`config.mk`:
```
export PLATFORM = sky130hd
export DESIGN_NAME = branch_resolve
export DESIGN_NICKNAME = d
export VERILOG_FILES = /design/src/rtl/branch_resolve.sv
export SDC_FILE = /design/constraint.sdc
export NUM_CORES = 1
export LEC_CHECK = 0
export ABC_AREA = 0
export CAP_MARGIN = 20
export CORE_MARGIN = 1
export CORE_UTILIZATION = 42
export CTS_CLUSTER_SIZE = 14
export DETAILED_ROUTE_END_ITERATION = 8
export PLACE_DENSITY_LB_ADDON = 0.08
export SLEW_MARGIN = 20
export SYNTH_ARGS = -nofsm -noshare
export SYNTH_HDL_FRONTEND = slang
export SYNTH_SLANG_ARGS = --single-unit
```
`constraint.sdc`:
```
create_clock -name clock -period 4 [get_ports clock]
set_input_delay 0.8 -clock clock [delete_from_list [all_inputs] [get_ports clock]]
set_output_delay 0.8 -clock clock [all_outputs]
set_load 0.01 [all_outputs]
```
`src/rtl/branch_resolve.sv`:
```
// Execute-stage branch/jump resolver.
// Drives a registered redirect/flush handshake to fetch.
module branch_resolve #(
  parameter int ADDR_W       = 12,
  parameter int FLUSH_CYCLES = 2,
  parameter int CNT_W        = 16
) (
  input  logic              clock,
  input  logic              reset,
  input  logic              in_valid,
  output logic              in_ready,
  input  logic [4:0]        opcode,
  input  logic [ADDR_W-1:0] pc_in,
  input  logic [16:0]       imm,
  input  logic [26:0]       target,
  input  logic [31:0]       rs_data,
  input  logic              rstatus_nz,
  input  logic              BrNEq,
  input  logic              BrLT,
  output logic              redirect_valid,
  input  logic              redirect_ready,
  output logic [ADDR_W-1:0] redirect_pc,
  output logic              flush,
  output logic              link_we,
  output logic [31:0]       link_data,
  output logic [CNT_W-1:0]  taken_count
);

  localparam logic [1:0] S_IDLE     = 2'd0;
  localparam logic [1:0] S_REDIRECT = 2'd1;
  localparam logic [1:0] S_FLUSH    = 2'd2;

  localparam int CW =
    (FLUSH_CYCLES > 1) ? $clog2(FLUSH_CYCLES) : 1;
  localparam logic [CW-1:0] C_ONE  = CW'(1);
  localparam logic [CW-1:0] C_LOAD =
    CW'((FLUSH_CYCLES > 1) ? FLUSH_CYCLES - 1 : 1);

  localparam logic [ADDR_W-1:0] A_ONE = ADDR_W'(1);

  localparam logic [4:0] OP_BNE = 5'b00010;
  localparam logic [4:0] OP_BLT = 5'b00110;
  localparam logic [4:0] OP_J   = 5'b00001;
  localparam logic [4:0] OP_JAL = 5'b00011;
  localparam logic [4:0] OP_JR  = 5'b00100;
  localparam logic [4:0] OP_BEX = 5'b10110;

  logic [1:0]        r_state;
  logic [CW-1:0]     r_cnt;
  logic              r_in_ready;
  logic              r_rv;
  logic [ADDR_W-1:0] r_rpc;
  logic              r_flush;
  logic              r_link_we;
  logic [31:0]       r_link_data;
  logic [CNT_W-1:0]  r_taken_cnt;

  logic              w_accept;
  logic [ADDR_W+16:0] w_imm_ext;
  logic [ADDR_W-1:0] w_pc_inc;
  logic [ADDR_W-1:0] w_br_tgt;
  logic [ADDR_W-1:0] w_abs_tgt;
  logic [ADDR_W-1:0] w_jr_tgt;
  logic              w_taken;
  logic              w_is_jal;
  logic [ADDR_W-1:0] w_tgt;
  logic [1:0]        w_next;
  logic [CW-1:0]     w_cnt_next;
  logic              w_unused;

  assign w_accept  = in_valid & r_in_ready;
  assign w_imm_ext = {{ADDR_W{imm[16]}}, imm};
  assign w_pc_inc  = pc_in + A_ONE;
  assign w_br_tgt  = w_pc_inc + w_imm_ext[ADDR_W-1:0];
  assign w_abs_tgt = target[ADDR_W-1:0];
  assign w_jr_tgt  = rs_data[ADDR_W-1:0];
  assign w_unused  = ^{w_imm_ext[ADDR_W+16:ADDR_W],
                       target[26:ADDR_W],
                       rs_data[31:ADDR_W]};

  // Opcode decode: taken condition and target select
  always_comb begin
    w_taken  = 1'b0;
    w_is_jal = 1'b0;
    w_tgt    = w_br_tgt;
    unique case (1'b1)
      (opcode == OP_BNE): begin
        w_taken = BrNEq;
        w_tgt   = w_br_tgt;
      end
      (opcode == OP_BLT): begin
        w_taken = BrLT;
        w_tgt   = w_br_tgt;
      end
      (opcode == OP_J): begin
        w_taken = 1'b1;
        w_tgt   = w_abs_tgt;
      end
      (opcode == OP_JAL): begin
        w_taken  = 1'b1;
        w_is_jal = 1'b1;
        w_tgt    = w_abs_tgt;
      end
      (opcode == OP_JR): begin
        w_taken = 1'b1;
        w_tgt   = w_jr_tgt;
      end
      (opcode == OP_BEX): begin
        w_taken = rstatus_nz;
        w_tgt   = w_abs_tgt;
      end
      default: begin
        w_taken = 1'b0;
      end
    endcase
  end

  // Next-state and flush counter logic
  always_comb begin
    w_next     = r_state;
    w_cnt_next = r_cnt;
    unique case (r_state)
      S_IDLE: begin
        if (w_accept && w_taken) begin
          w_next = S_REDIRECT;
        end
      end
      S_REDIRECT: begin
        if (redirect_ready) begin
          if (FLUSH_CYCLES == 1) begin
            w_next = S_IDLE;
          end else begin
            w_next     = S_FLUSH;
            w_cnt_next = C_LOAD;
          end
        end
      end
      S_FLUSH: begin
        if (r_cnt == C_ONE) begin
          w_next = S_IDLE;
        end else begin
          w_cnt_next = r_cnt - C_ONE;
        end
      end
      default: begin
        w_next = S_IDLE;
      end
    endcase
  end

  // State register; handshake outputs registered off next state
  always_ff @(posedge clock or negedge reset) begin
    if (!reset) begin
      r_state    <= S_IDLE;
      r_cnt      <= '0;
      r_in_ready <= 1'b0;
      r_rv       <= 1'b0;
      r_flush    <= 1'b0;
    end else begin
      r_state    <= w_next;
      r_cnt      <= w_cnt_next;
      r_in_ready <= (w_next == S_IDLE);
      r_rv       <= (w_next == S_REDIRECT);
      r_flush    <= (w_next != S_IDLE);
    end
  end

  // Latch target and bump saturating count on taken accept
  always_ff @(posedge clock or negedge reset) begin
    if (!reset) begin
      r_rpc       <= '0;
      r_taken_cnt <= '0;
    end else if (w_accept && w_taken) begin
      r_rpc <= w_tgt;
      if (r_taken_cnt != '1) begin
        r_taken_cnt <= r_taken_cnt + CNT_W'(1);
      end
    end
  end

  // jal link write: one-cycle pulse, data held until next jal
  always_ff @(posedge clock or negedge reset) begin
    if (!reset) begin
      r_link_we   <= 1'b0;
      r_link_data <= '0;
    end else begin
      r_link_we <= w_accept & w_is_jal;
      if (w_accept && w_is_jal) begin
        r_link_data <= {{(32-ADDR_W){1'b0}}, w_pc_inc};
      end
    end
  end

  assign in_ready       = r_in_ready;
  assign redirect_valid = r_rv;
  assign redirect_pc    = r_rpc;
  assign flush          = r_flush;
  assign link_we        = r_link_we;
  assign link_data      = r_link_data;
  assign taken_count    = r_taken_cnt;

endmodule

```
==> flow_summary_export.csv <==
group,metric,value,unit
logic_synthesis,async_flop_share,100,%
sta,relSlewSlack,57.1,%
logic_synthesis,yosysWarnings,0,
logic_synthesis,netlist.top_cell.by_area,"dfrtp_1",
placed_design,hpwl,5.56,mm
grt,overflow,0,
final_layout,nFillCells,626,
power,irDropWorstVdd,153,uV
sta,hold_viol,0,
sta,layout_min_cycle_time,3.49,ns
placed_design,detailed_place.area,0.00404,sq mm
route,firstDrtPassIters,4,
final_layout,layout.nets,529,
floorplan,dieArea,0.00742,sq mm
worst_setup_path,cp.required,4.23,ns
logic_synthesis,synth-edff-count,0,
route,wire_per_inst,13.6,um
sta,setup_viol,0,
final_layout,synthToLayoutAreaGrowth,39.4,%
grt,grt_usage,19.7,%
floorplan,rows,30,
final_layout,finalInstanceArea,0.00415,sq mm
clock_tree,cts_tree,"done",
hold_path,holdPathStages,1,
clock_tree,path_clk_slew,0.09,ns
hold_path,whs_endpoint,"r_state[1]",
logic_synthesis,ys_ff_latch,47,
final_layout,drive_gt1_share,7.45,%
power,p_leak,1.77,nW
grt,grt_use_met1,25.9,%
logic_synthesis,syn_inst,310,
clock_tree,post_cts_buffers,0,
clock_tree,clk_latency,0.30,ns
worst_setup_path,r2r_end,"taken_count[1]",
power,powerDensity,364,mW/mm^2
route,drc,0,
route,viasPerCell,4.90,
route,dr_total_vias,2509,
worst_setup_path,reg2reg_setup_slack,2.05,ns
logic_synthesis,synth_area_leaders,"dfrtp_1, xnor2_1, buf_4",
worst_setup_path,reg2regPathDepth,6,
placed_design,finalWeightedCongestion,0.838,
logic_synthesis,synth_cell_types,51,
placed_design,io_buffer_count,103,
floorplan,core_area,0.00683,sq mm
grt,grt_util_met3,4.62,%
grt,antenna_found_initial,0,
route,antenna_left,0,
logic_synthesis,yosysSeqAreaShare,39.5,%
status,status,"finished, final reports clean",
sta,rsz0062_at_grt,"no",
logic_synthesis,synth_top_area_share,39.5,%
clock_tree,hold_buffers,0,
clock_tree,cts_buffers,5,
floorplan,die_y,86.2,um
sta,fmax,286,MHz
route,first_iter_violations,105,
worst_setup_path,crit_type,"input pin to flop",
logic_synthesis,synth_area_per_cell,9.60,sq um
clock_tree,htreeDepth,2,
grt,grt_pass1_vias,2488,
sta,fin_tns_setup,0,ns
worst_setup_path,critPathMaxFanout,5,
clock_tree,cts_max_path_buffers,2,
logic_synthesis,synth_area,0.00298,sq mm
sta,skew,0.00662,ns
grt,grt.busiest_layer,"met2",
worst_setup_path,worst_ep_arrival_time,3.72,ns
worst_setup_path,r2r_start,"taken_count[3]",
logic_synthesis,synth_flop_cell,"dfrtp_1",
worst_setup_path,critPathLaunchType,"input pin",
clock_tree,cts_resized,0,
grt,met2_usage,33.1,%
floorplan,die-width,86.2,um
clock_tree,clockRootBuffer,"clkbuf_8",
hold_path,hp-class,"flop to flop",
final_layout,num_antenna_cells,0,
grt,grt_pass1_wl,11.5,mm
clock_tree,cts_sinks,47,
floorplan,start_util,43.6,%
sta,tightestPinTransition,0.642,ns
hold_path,holdCritStartpoint,"r_cnt",
grt,grt_start_max_net_pins,48,
worst_setup_path,endpoint_kind,"flop",
run,maxCapViolations,0,
sta,finalCritPeriodShare,87.4,%
sta,drv_slew,0,
floorplan,pin_count,164,
route,wirelength,6.99,mm
-- cell families after synthesis --
family                     after synthesis  synth area share [%]
AOI/OAI and AO/OA                       63                  13.8
xor gates and xnor gates                35                  10.3
adders and majority gates               14                  6.14
buffers and inverters                   37                  7.70
DFF                                     47                  39.5
muxes                                   14                  5.09
other                                    1                 0.126
and+or+nand+nor                         99                  17.3
-- worst max-delay path by stage --
stage,endpoint,slack (ns),startpoint,cells after the start
5_1_grt,redirect_pc[10],0.17,pc_in[0],13
3_3_place_gp,redirect_pc[10],0.29,pc_in[0],13
4_1_cts,redirect_pc[10],0.52,pc_in[0],13
6_report,redirect_pc[10],0.51,pc_in[0],13
3_5_place_dp,redirect_pc[10],0.22,pc_in[0],13
2_1_floorplan,redirect_pc[10],1.17,pc_in[0],12
-- layer usage --
layer | up-vias | part of all wire, % | wire (um)
met1 | 1154 | 46 | 3180
met5 | - | 0 | 0
met4 | 0 | 1.2 | 82
li1 | 1270 | - | -
met2 | 78 | 47 | 3310
met3 | 7 | 5.9 | 411
-- cell type report --
cell class	instances	area, sq um	area share, %
Inverter	8	30.0	0.724
Timing Repair Buffer	108	1070	25.7
Tap cell	96	120	2.90
Multi-Input combinational cell	245	1650	39.8
Clock buffer	7	96.3	2.32
Sequential cell	47	1180	28.3
Clock inverter	1	7.51	0.181
-- layout by cell type (no fill, tap or decap), types with 2 or more instances in the layout --
master	n
nor2_1	24
nand2b_1	3
a21o_1	3
nand2_2	2
nand3_1	15
inv_1	8
mux2_2	8
xnor2_1	28
o21ai_0	13
nand2_1	26
nand4_1	6
o211ai_1	3
conb_1	20
a22oi_1	8
a211oi_1	4
a31oi_1	8
clkbuf_8	7
and2_1	3
dfrtp_1	47
o31ai_1	2
clkdlybuf4s50_1	102
and3_1	5
nand3_2	2
buf_4	6
xor2_1	7
mux2i_1	5
a22o_1	4
nor3_1	2
o2111ai_1	2
a21oi_1	11
ha_1	13
-- synth_stat cells, types with 2 or more instances --
cell type / instances
a22oi_1: 8
a22o_1: 4
nand2_2: 2
nand3_2: 2
nand2b_1: 3
o211ai_1: 3
nor3_1: 2
a21o_1: 3
nand4_1: 6
xnor2_1: 28
mux2_2: 8
mux2i_1: 5
dfrtp_1: 47
o31ai_1: 2
a211oi_1: 4
xor2_1: 7
buf_4: 23
inv_1: 8
nand3_1: 15
and3_1: 5
and2_1: 3
buf_2: 2
nand2_1: 26
o2111ai_1: 2
o21ai_0: 13
clkbuf_1: 2
a21oi_1: 11
ha_1: 13
nor2_1: 24
a31oi_1: 8
-- where the power goes --
| group | internal (mW) | switching (mW) | leakage, nW |
|---|---|---|---|
| clock network | 0.157 | 0.162 | 0.0505 |
| registers | 0.568 | 0.0604 | 0.601 |
| logic | 0.320 | 0.244 | 1.11 |
| total | 1.05 | 0.466 | 1.77 |
-- flip-flops by register name (all words and copies together), names as in the netlist --
signal,count
flush,1
r_cnt,1
redirect_pc,12
link_data,12
taken_count,16
link_we,1
r_state,2
in_ready,1
redirect_valid,1
-- metrics by stage --
| stage | std cells | setup WS, ns | power, mW | util [%] | hold WS, ns |
|---|---|---|---|---|---|
| floorplan | 329 | 1.17 | 0.902 | - | 0.439 |
| global placement | 504 | 0.295 | 1.19 | 59.2 | 0.452 |
| detailed placement | 504 | 0.217 | 1.20 | 59.2 | 0.468 |
| CTS | 512 | 0.516 | 1.53 | 60.7 | 0.484 |
| global route | 512 | 0.170 | 1.61 | 60.7 | 0.494 |
| finish | 512 | 0.506 | 1.51 | 60.7 | 0.484 |
-- worst max-delay path, stage by stage --
cell and delay [ns]:
clkdlybuf4s50_1 0.55, ha_1 0.23, nand2_1 0.08, nor2_1 0.16, nand3_1 0.13, xnor2_1 0.22
ha_1 0.33, a211oi_1 0.45, o2111ai_1 0.21, o211ai_1 0.15, xnor2_1 0.14, nand2_1 0.09
a31oi_1 0.18
Note: power is estimated with default switching activity, not from simulation.
